## src/rtl/operand_fetch.sv

```systemverilog
// -----------------------------------------------------------------------------
// operand_fetch
//
// Operand-fetch / issue stage sitting between instruction decode and execute.
// Decoded register fields arrive through a valid/ready handshake. The stage
// drives the register file read addresses combinationally and registers the
// returned operands toward execute. A 32-entry scoreboard marks registers
// with a pending writeback. Decode is stalled on RAW hazards (a source is
// pending) and WAW hazards (the destination is pending) until the writeback
// port retires the producer.
//
// Optional feature macro: OF_WB_BYPASS_EN
//   defined   : a writeback landing in the same cycle resolves the hazard.
//               The operand is forwarded from wb_wdata.
//   undefined : any pending source or destination stalls. Operands always
//               come from the register file.
//
// Ports
//   clk, rst                 clock; synchronous active-high reset
//   in_valid / in_ready      decode handshake (in_ready is independent of
//                            in_valid)
//   in_pc                    instruction PC, passed through to execute
//   in_rs, in_rt             source register numbers
//   in_dst, in_dst_en        destination register and its write enable
//   rf_raddr1, rf_raddr2     register file read addresses (= in_rs / in_rt)
//   rf_rdata1, rf_rdata2     register file asynchronous read data
//   wb_wen, wb_waddr,
//   wb_wdata                 writeback port (same as the register file write)
//   out_valid / out_ready    execute-side handshake
//   out_pc, out_src1,
//   out_src2, out_dst,
//   out_dst_en               registered instruction toward execute
//   sb_busy                  scoreboard; bit n set = register n pending
// -----------------------------------------------------------------------------
module operand_fetch (
    input  logic        clk,
    input  logic        rst,
    input  logic        in_valid,
    output logic        in_ready,
    input  logic [31:0] in_pc,
    input  logic [4:0]  in_rs,
    input  logic [4:0]  in_rt,
    input  logic [4:0]  in_dst,
    input  logic        in_dst_en,
    output logic [4:0]  rf_raddr1,
    output logic [4:0]  rf_raddr2,
    input  logic [31:0] rf_rdata1,
    input  logic [31:0] rf_rdata2,
    input  logic        wb_wen,
    input  logic [4:0]  wb_waddr,
    input  logic [31:0] wb_wdata,
    output logic        out_valid,
    input  logic        out_ready,
    output logic [31:0] out_pc,
    output logic [31:0] out_src1,
    output logic [31:0] out_src2,
    output logic [4:0]  out_dst,
    output logic        out_dst_en,
    output logic [31:0] sb_busy
);

    logic [31:0] busy_reg;
    logic [31:0] busy_next;
    logic        out_valid_reg;
    logic [31:0] out_pc_reg;
    logic [31:0] out_src1_reg;
    logic [31:0] out_src2_reg;
    logic [4:0]  out_dst_reg;
    logic        out_dst_en_reg;

    logic        rs_nz;
    logic        rt_nz;
    logic        dst_nz;
    logic        byp_rs;     // source 1 is resolved by this cycle's writeback
    logic        byp_rt;     // source 2 is resolved by this cycle's writeback
    logic        byp_dst;    // pending destination retires this cycle
    logic        hazard;
    logic        issue;
    logic [31:0] src1_val;
    logic [31:0] src2_val;

    assign rf_raddr1 = in_rs;
    assign rf_raddr2 = in_rt;

    assign rs_nz  = (in_rs  != 5'd0);
    assign rt_nz  = (in_rt  != 5'd0);
    assign dst_nz = (in_dst != 5'd0);

`ifdef OF_WB_BYPASS_EN
    // Register n is non-zero here whenever the comparison matches a
    // non-zero source, so a writeback to r0 never forwards.
    assign byp_rs  = busy_reg[in_rs]  && wb_wen && (wb_waddr == in_rs);
    assign byp_rt  = busy_reg[in_rt]  && wb_wen && (wb_waddr == in_rt);
    assign byp_dst = busy_reg[in_dst] && wb_wen && (wb_waddr == in_dst);
`else
    logic unused_wb_wdata;
    assign unused_wb_wdata = ^wb_wdata;
    assign byp_rs  = 1'b0;
    assign byp_rt  = 1'b0;
    assign byp_dst = 1'b0;
`endif

    // Sources are checked even if the instruction ignores them; r0 never
    // hazards because bit 0 of the scoreboard is never set.
    assign hazard = (rs_nz && busy_reg[in_rs] && !byp_rs)
                 || (rt_nz && busy_reg[in_rt] && !byp_rt)
                 || (in_dst_en && dst_nz && busy_reg[in_dst] && !byp_dst);

    // in_valid is deliberately kept out of in_ready.
    assign in_ready = !hazard && (!out_valid_reg || out_ready);
    assign issue    = in_valid && in_ready;

`ifdef OF_WB_BYPASS_EN
    assign src1_val = !rs_nz ? 32'd0 : (byp_rs ? wb_wdata : rf_rdata1);
    assign src2_val = !rt_nz ? 32'd0 : (byp_rt ? wb_wdata : rf_rdata2);
`else
    assign src1_val = !rs_nz ? 32'd0 : rf_rdata1;
    assign src2_val = !rt_nz ? 32'd0 : rf_rdata2;
`endif

    // Scoreboard next state. A set from a new issue beats a clear from a
    // retiring writeback to the same register: the new producer owns it.
    genvar gi;
    generate
        for (gi = 1; gi < 32; gi++) begin : g_busy
            logic set_bit;
            logic clr_bit;
            assign set_bit = issue && in_dst_en && (in_dst == 5'(gi));
            assign clr_bit = wb_wen && (wb_waddr == 5'(gi));
            assign busy_next[gi] = set_bit || (busy_reg[gi] && !clr_bit);
        end
    endgenerate
    assign busy_next[0] = 1'b0;

    always_ff @(posedge clk) begin
        if (rst) begin
            busy_reg       <= 32'd0;
            out_valid_reg  <= 1'b0;
            out_pc_reg     <= 32'd0;
            out_src1_reg   <= 32'd0;
            out_src2_reg   <= 32'd0;
            out_dst_reg    <= 5'd0;
            out_dst_en_reg <= 1'b0;
        end else begin
            busy_reg <= busy_next;
            if (issue) begin
                out_valid_reg  <= 1'b1;
                out_pc_reg     <= in_pc;
                out_src1_reg   <= src1_val;
                out_src2_reg   <= src2_val;
                out_dst_reg    <= in_dst;
                out_dst_en_reg <= in_dst_en;
            end else if (out_ready) begin
                out_valid_reg  <= 1'b0;
            end
        end
    end

    assign out_valid  = out_valid_reg;
    assign out_pc     = out_pc_reg;
    assign out_src1   = out_src1_reg;
    assign out_src2   = out_src2_reg;
    assign out_dst    = out_dst_reg;
    assign out_dst_en = out_dst_en_reg;
    assign sb_busy    = busy_reg;

endmodule

```

## config.mk

```make
export PLATFORM = sky130hd
export DESIGN_NAME = operand_fetch
export DESIGN_NICKNAME = d
export VERILOG_FILES = /design/src/rtl/operand_fetch.sv
export SDC_FILE = /design/constraint.sdc
export NUM_CORES = 1
export LEC_CHECK = 0
export BUFFER_PORTS_ARGS = -buffer_cell sky130_fd_sc_hd__buf_4
export CORE_MARGIN = 1
export CORE_UTILIZATION = 35
export CTS_CLUSTER_DIAMETER = 200
export CTS_CLUSTER_SIZE = 10
export DETAILED_ROUTE_END_ITERATION = 8
export GPL_TIMING_DRIVEN = 0
export PLACE_DENSITY = 0.67
export SLEW_MARGIN = 20
export SYNTH_ARGS = -nofsm -noshare
export SYNTH_HDL_FRONTEND = slang
export SYNTH_SLANG_ARGS = --single-unit
```

## constraint.sdc

```tcl
create_clock -name clk -period 3.7 [get_ports clk]
set_input_delay 0.37 -clock clk [delete_from_list [all_inputs] [get_ports clk]]
set_output_delay 0.37 -clock clk [all_outputs]
set_load 0.1 [all_outputs]
```

# == After elaboration in Yosys (flattened, before gate mapping) ==
# Cells that the tools add are included.
# Widths: inputs -> output; s select.
# op_classes
reduce_logical,171
n_mux,10
order_cmp,3
eq_ne,62
# op_table
cell,count
$eq 5x5->1 const B,32
$logic_and 1x1->1,100
$eq 5x4->1 const B,16
$mux 32,2
$eq 5x3->1 const B,8
$logic_or 1x1->1,34
$logic_not 1->1,33
$eq 5x2->1 const B,4
$lt 5x6->1 const B,3
$bmux 1 s5,3
$reduce_bool 5->1,3
$eq 5x1->1 const B,2
$mux 1,5
$reduce_bool 2->1,1
# totals
out_inout_bits,146
input_bits,154
reg_bits,135
wordCells,254

# == Longest topological paths before layout ==
# logic_depth
depth_word,11
ltp_mapped,11
mapped_depth_nobuf,6

# == Least setup slack after synthesis ==
# No wires, ideal clock.
# synth_path
path_type,register -> output
start,reg busy_reg[15] (netlist: sb_busy[15])
end,out in_ready
required_ns,3.330
path_buffers,0
setup_slack_ns,-0.259
arrival_time_ns,3.589
path_stages_with_launch,6
cell_sequence,dfxtp_1 -> mux4_2 -> mux4_2 -> o31ai_4 -> nand3_1 -> a31oi_1
# synth_between
elab_chain_len,7
# synth_rtl
element,line_no,text
from (decl),62,logic [31:0] busy_reg;
from (signal assigned),145,busy_reg <= busy_next;
$bmux 1 s5 (on tied branches),"105, 106",
$mux 1 (on tied branches),"105, 106",
$logic_and 1x1->1 (on tied branches),"105, 106",
$logic_or 1x1->1,106,|| (rt_nz && busy_reg[in_rt] && !byp_rt)
$logic_or 1x1->1 *,107,|| (in_dst_en && dst_nz && busy_reg[in_dst] && !byp_dst);
$logic_not 1->1 *,110,assign in_ready = !hazard && (!out_valid_reg || out_ready);
$logic_and 1x1->1 *,110,
to (decl),39,"output logic in_ready,"
# Every way passes the cells marked *; elsewhere a longest branch is shown, timed or not. The select of a mux whose other input is x is not followed.

# == Worst setup path in the final report ==
# layout_path
start,reg busy_reg[9] (netlist: sb_busy[9])
end,out in_ready
# Same word-level chain as after synthesis.

==> flow_summary.ini <==
[critical_path]
cp.arrival_ps = 2720
rrSetupSlack_ps = 980
crit_end = in_ready
crit_type = reg -> out
path_max_fanout = 5
crit_path_start_kind = flop
regToRegEndpoint = sb_busy[29]
cp-startpoint = sb_busy[9]
r2r_start = sb_busy[9]
required_ps = 3330
end_kind = primary output
reg2reg_depth = 6

[synthesis]
synth_edf_count = 0
synth_top_flop_cell = dfxtp_1
synth_compound_area_frac = 0.1013
syn_nets = 895
synth_top_family_by_area = multiplexers
netlist-cell-type-count = 45
synthSimpleGateAreaFrac = 0.1988
synthMuxAreaShare = 0.2304
synth.avg_cell_area_sq_um = 8.969
synth.area.top_cells = dfxtp_1, mux2i_1, nand2_1
synthCells = 741
synth_area_sq_mm = 0.006646
ys_warn_count = 0
synth_top_cell_by_area = dfxtp_1
synthAdderAreaFrac = 0
synth-xor-area-share = 0
ys_async_sr_fraction = 0
synth-seq-cells = 134
yosysSeqAreaShare = 0.4036
synthDominantCellAreaShare = 0.4036

[min_path]
hold_class = in -> reg

[finish]
antenna_cells = 0
fillCellCount = 1774
final_cell_area_sq_mm = 0.009497
syn_to_final_growth_pct = 42.88
final_layout_size_suffix_gt1_frac = 0.3544
layout.nets = 1171

[sta]
setup_viol = 0
slew_violations = 0
rsz0062_at_grt = no
max_slew.worst_pin.slew_ps = 872.2
fin_worst_skew_ps = 15.00
holdWs_ps = 182.3
fin_crit_ps = 3087
max_freq_mhz = 324.0
period_share = 0.8342
slew_headroom = 0.4185
final_hold_viol_count = 0
tns_ps = 0

[grt]
grt_max_degree = 17
antenna_found_initial = 0
track_usage = 0.2355
overflow = 0
grt_pass1_vias = 6370
grt_pass1_wl_mm = 35.02

[pwr]
power_per_cell_area_mw_per_mm2 = 489.7
ir_drop_uv = 314.8
leakage_nw = 4.433

[floorplan]
start_util = 0.3565
pin_count = 300
dieArea_sq_mm = 0.01954
die-width_um = 139.8
core-area_sq_mm = 0.01864
rows = 50
die_h_um = 139.8

[cts]
clock_sinks = 134
cts_root_buffer = clkbuf_16
cts_buffers = 17
cts_tree = done
ctsResizeCount = 0
clock_path_buffers = 2
h-tree-depth = 4
cts-hold-fix-buffers = 0
clk_pin_slew_ps = 70
cts_setup_buffers = 0
clkLatencyLatePin_ps = 430

[placement]
gp_congestion = 0.9026
buffer_ports.inserted = 257
dpl.hpwl_mm = 17.09
dpl-instance-area_sq_mm = 0.008875

[drt]
firstDrtPassIters = 5
num_vias = 6546
drc = 0
wl_mm = 23.10
drtIter0Drc = 462
ant_nets = 0
vias_per_cell = 5.179
wl_per_cell_um = 18.28

[run_status]
status = complete, no violations

[flow_run]
cap_violations = 0
[placed cells by master (no fill, tap or decap), types with 4 or more instances in the layout]
cell	count
nand2b_1	5
clkbuf_1	41
inv_6	6
nand3b_1	5
o211ai_1	11
mux2i_1	108
o21ai_0	17
nor2_1	25
nor2b_1	9
nand2_1	236
o311ai_0	9
o41ai_2	15
mux2_2	8
buf_2	11
buf_6	5
nand3_1	23
inv_1	8
buf_4	270
clkbuf_16	17
mux4_2	16
a31oi_1	4
dfxtp_1	134
[cell families after synthesis]
group | after synthesis
and+or+nand+nor | 317
other | 1
AOI/OAI and AO/OA | 74
buffers and inverters | 83
DFF | 134
muxes | 132
[synthesized netlist by cell type, drive strengths merged, types with 3 or more instances]
cell    count
nand3      23
o21ai      17
mux2i     108
o311ai     10
nand3b      5
nor2b       9
nand2b      5
nor2       25
nand2     236
a211oi      3
inv         8
a221oi      3
o211ai     11
dfxtp     134
mux4       16
mux2        8
clkbuf     41
a31oi       5
o41ai      15
buf        34
[worst min path at each step]
stage | end | cells after the start | startpoint
final | out_src2[13] | 3 | rf_rdata2[13]
after global routing | out_src2[13] | 3 | rf_rdata2[13]
after CTS | out_src2[13] | 3 | rf_rdata2[13]
after detailed placement | out_pc[2] | 2 | out_pc[2]
after global placement | out_pc[6] | 2 | out_pc[6]
after floorplan | out_src1[0] | 2 | rf_rdata1[0]
[through the flow]
| stage | std cells | worst slack, ps | power, mW | utilization |
|---|---|---|---|---|
| floorplan | 741 | 298.8 | 2.523 | - |
| finish | 1264 | 613.3 | 4.651 | 0.5094 |
| global route | 1264 | 565.5 | 4.791 | 0.5094 |
| detailed placement | 1232 | 730.4 | 2.856 | 0.4760 |
| CTS | 1264 | 631.8 | 4.669 | 0.5094 |
| global placement | 1232 | 763.7 | 2.849 | 0.4760 |
[critical path, cell delays in order, from the launching register on]
cell and delay [ps]:
dfxtp_1 430, mux4_2 490, mux4_2 510, o31ai_4 230, nand3_1 120, a31oi_2 170
buf_4 320
[power by group]
part	internal [mW]	switching, mW
clock	1.10	0.728
sequential	1.52	0.0446
combinational	0.330	0.928
total	2.95	1.70
[area by class of cell]
| type | count | area (sq um) | area share |
|---|---|---|---|
| Timing Repair Buffer | 257 | 1929 | 0.2032 |
| Multi-Input combinational cell | 524 | 3536 | 0.3723 |
| Buffer | 75 | 404.1 | 0.04256 |
| Clock inverter | 14 | 182.7 | 0.01924 |
| Clock buffer | 18 | 439.2 | 0.04625 |
| Tap cell | 234 | 292.8 | 0.03083 |
| Inverter | 8 | 30.03 | 0.003162 |
| Sequential cell | 134 | 2683 | 0.2825 |
[routing by layer]
| layer | vias up | GRT usage | share of wire |
|---|---|---|---|
| li1 | 3103 | - | - |
| met1 | 3066 | 0.2918 | 0.41 |
| met2 | 306 | 0.3697 | 0.46 |
| met3 | 71 | 0.05471 | 0.079 |
| met4 | 0 | 0.1469 | 0.046 |
| met5 | - | 0 | 0 |
Power figures use the tool's default switching activity.
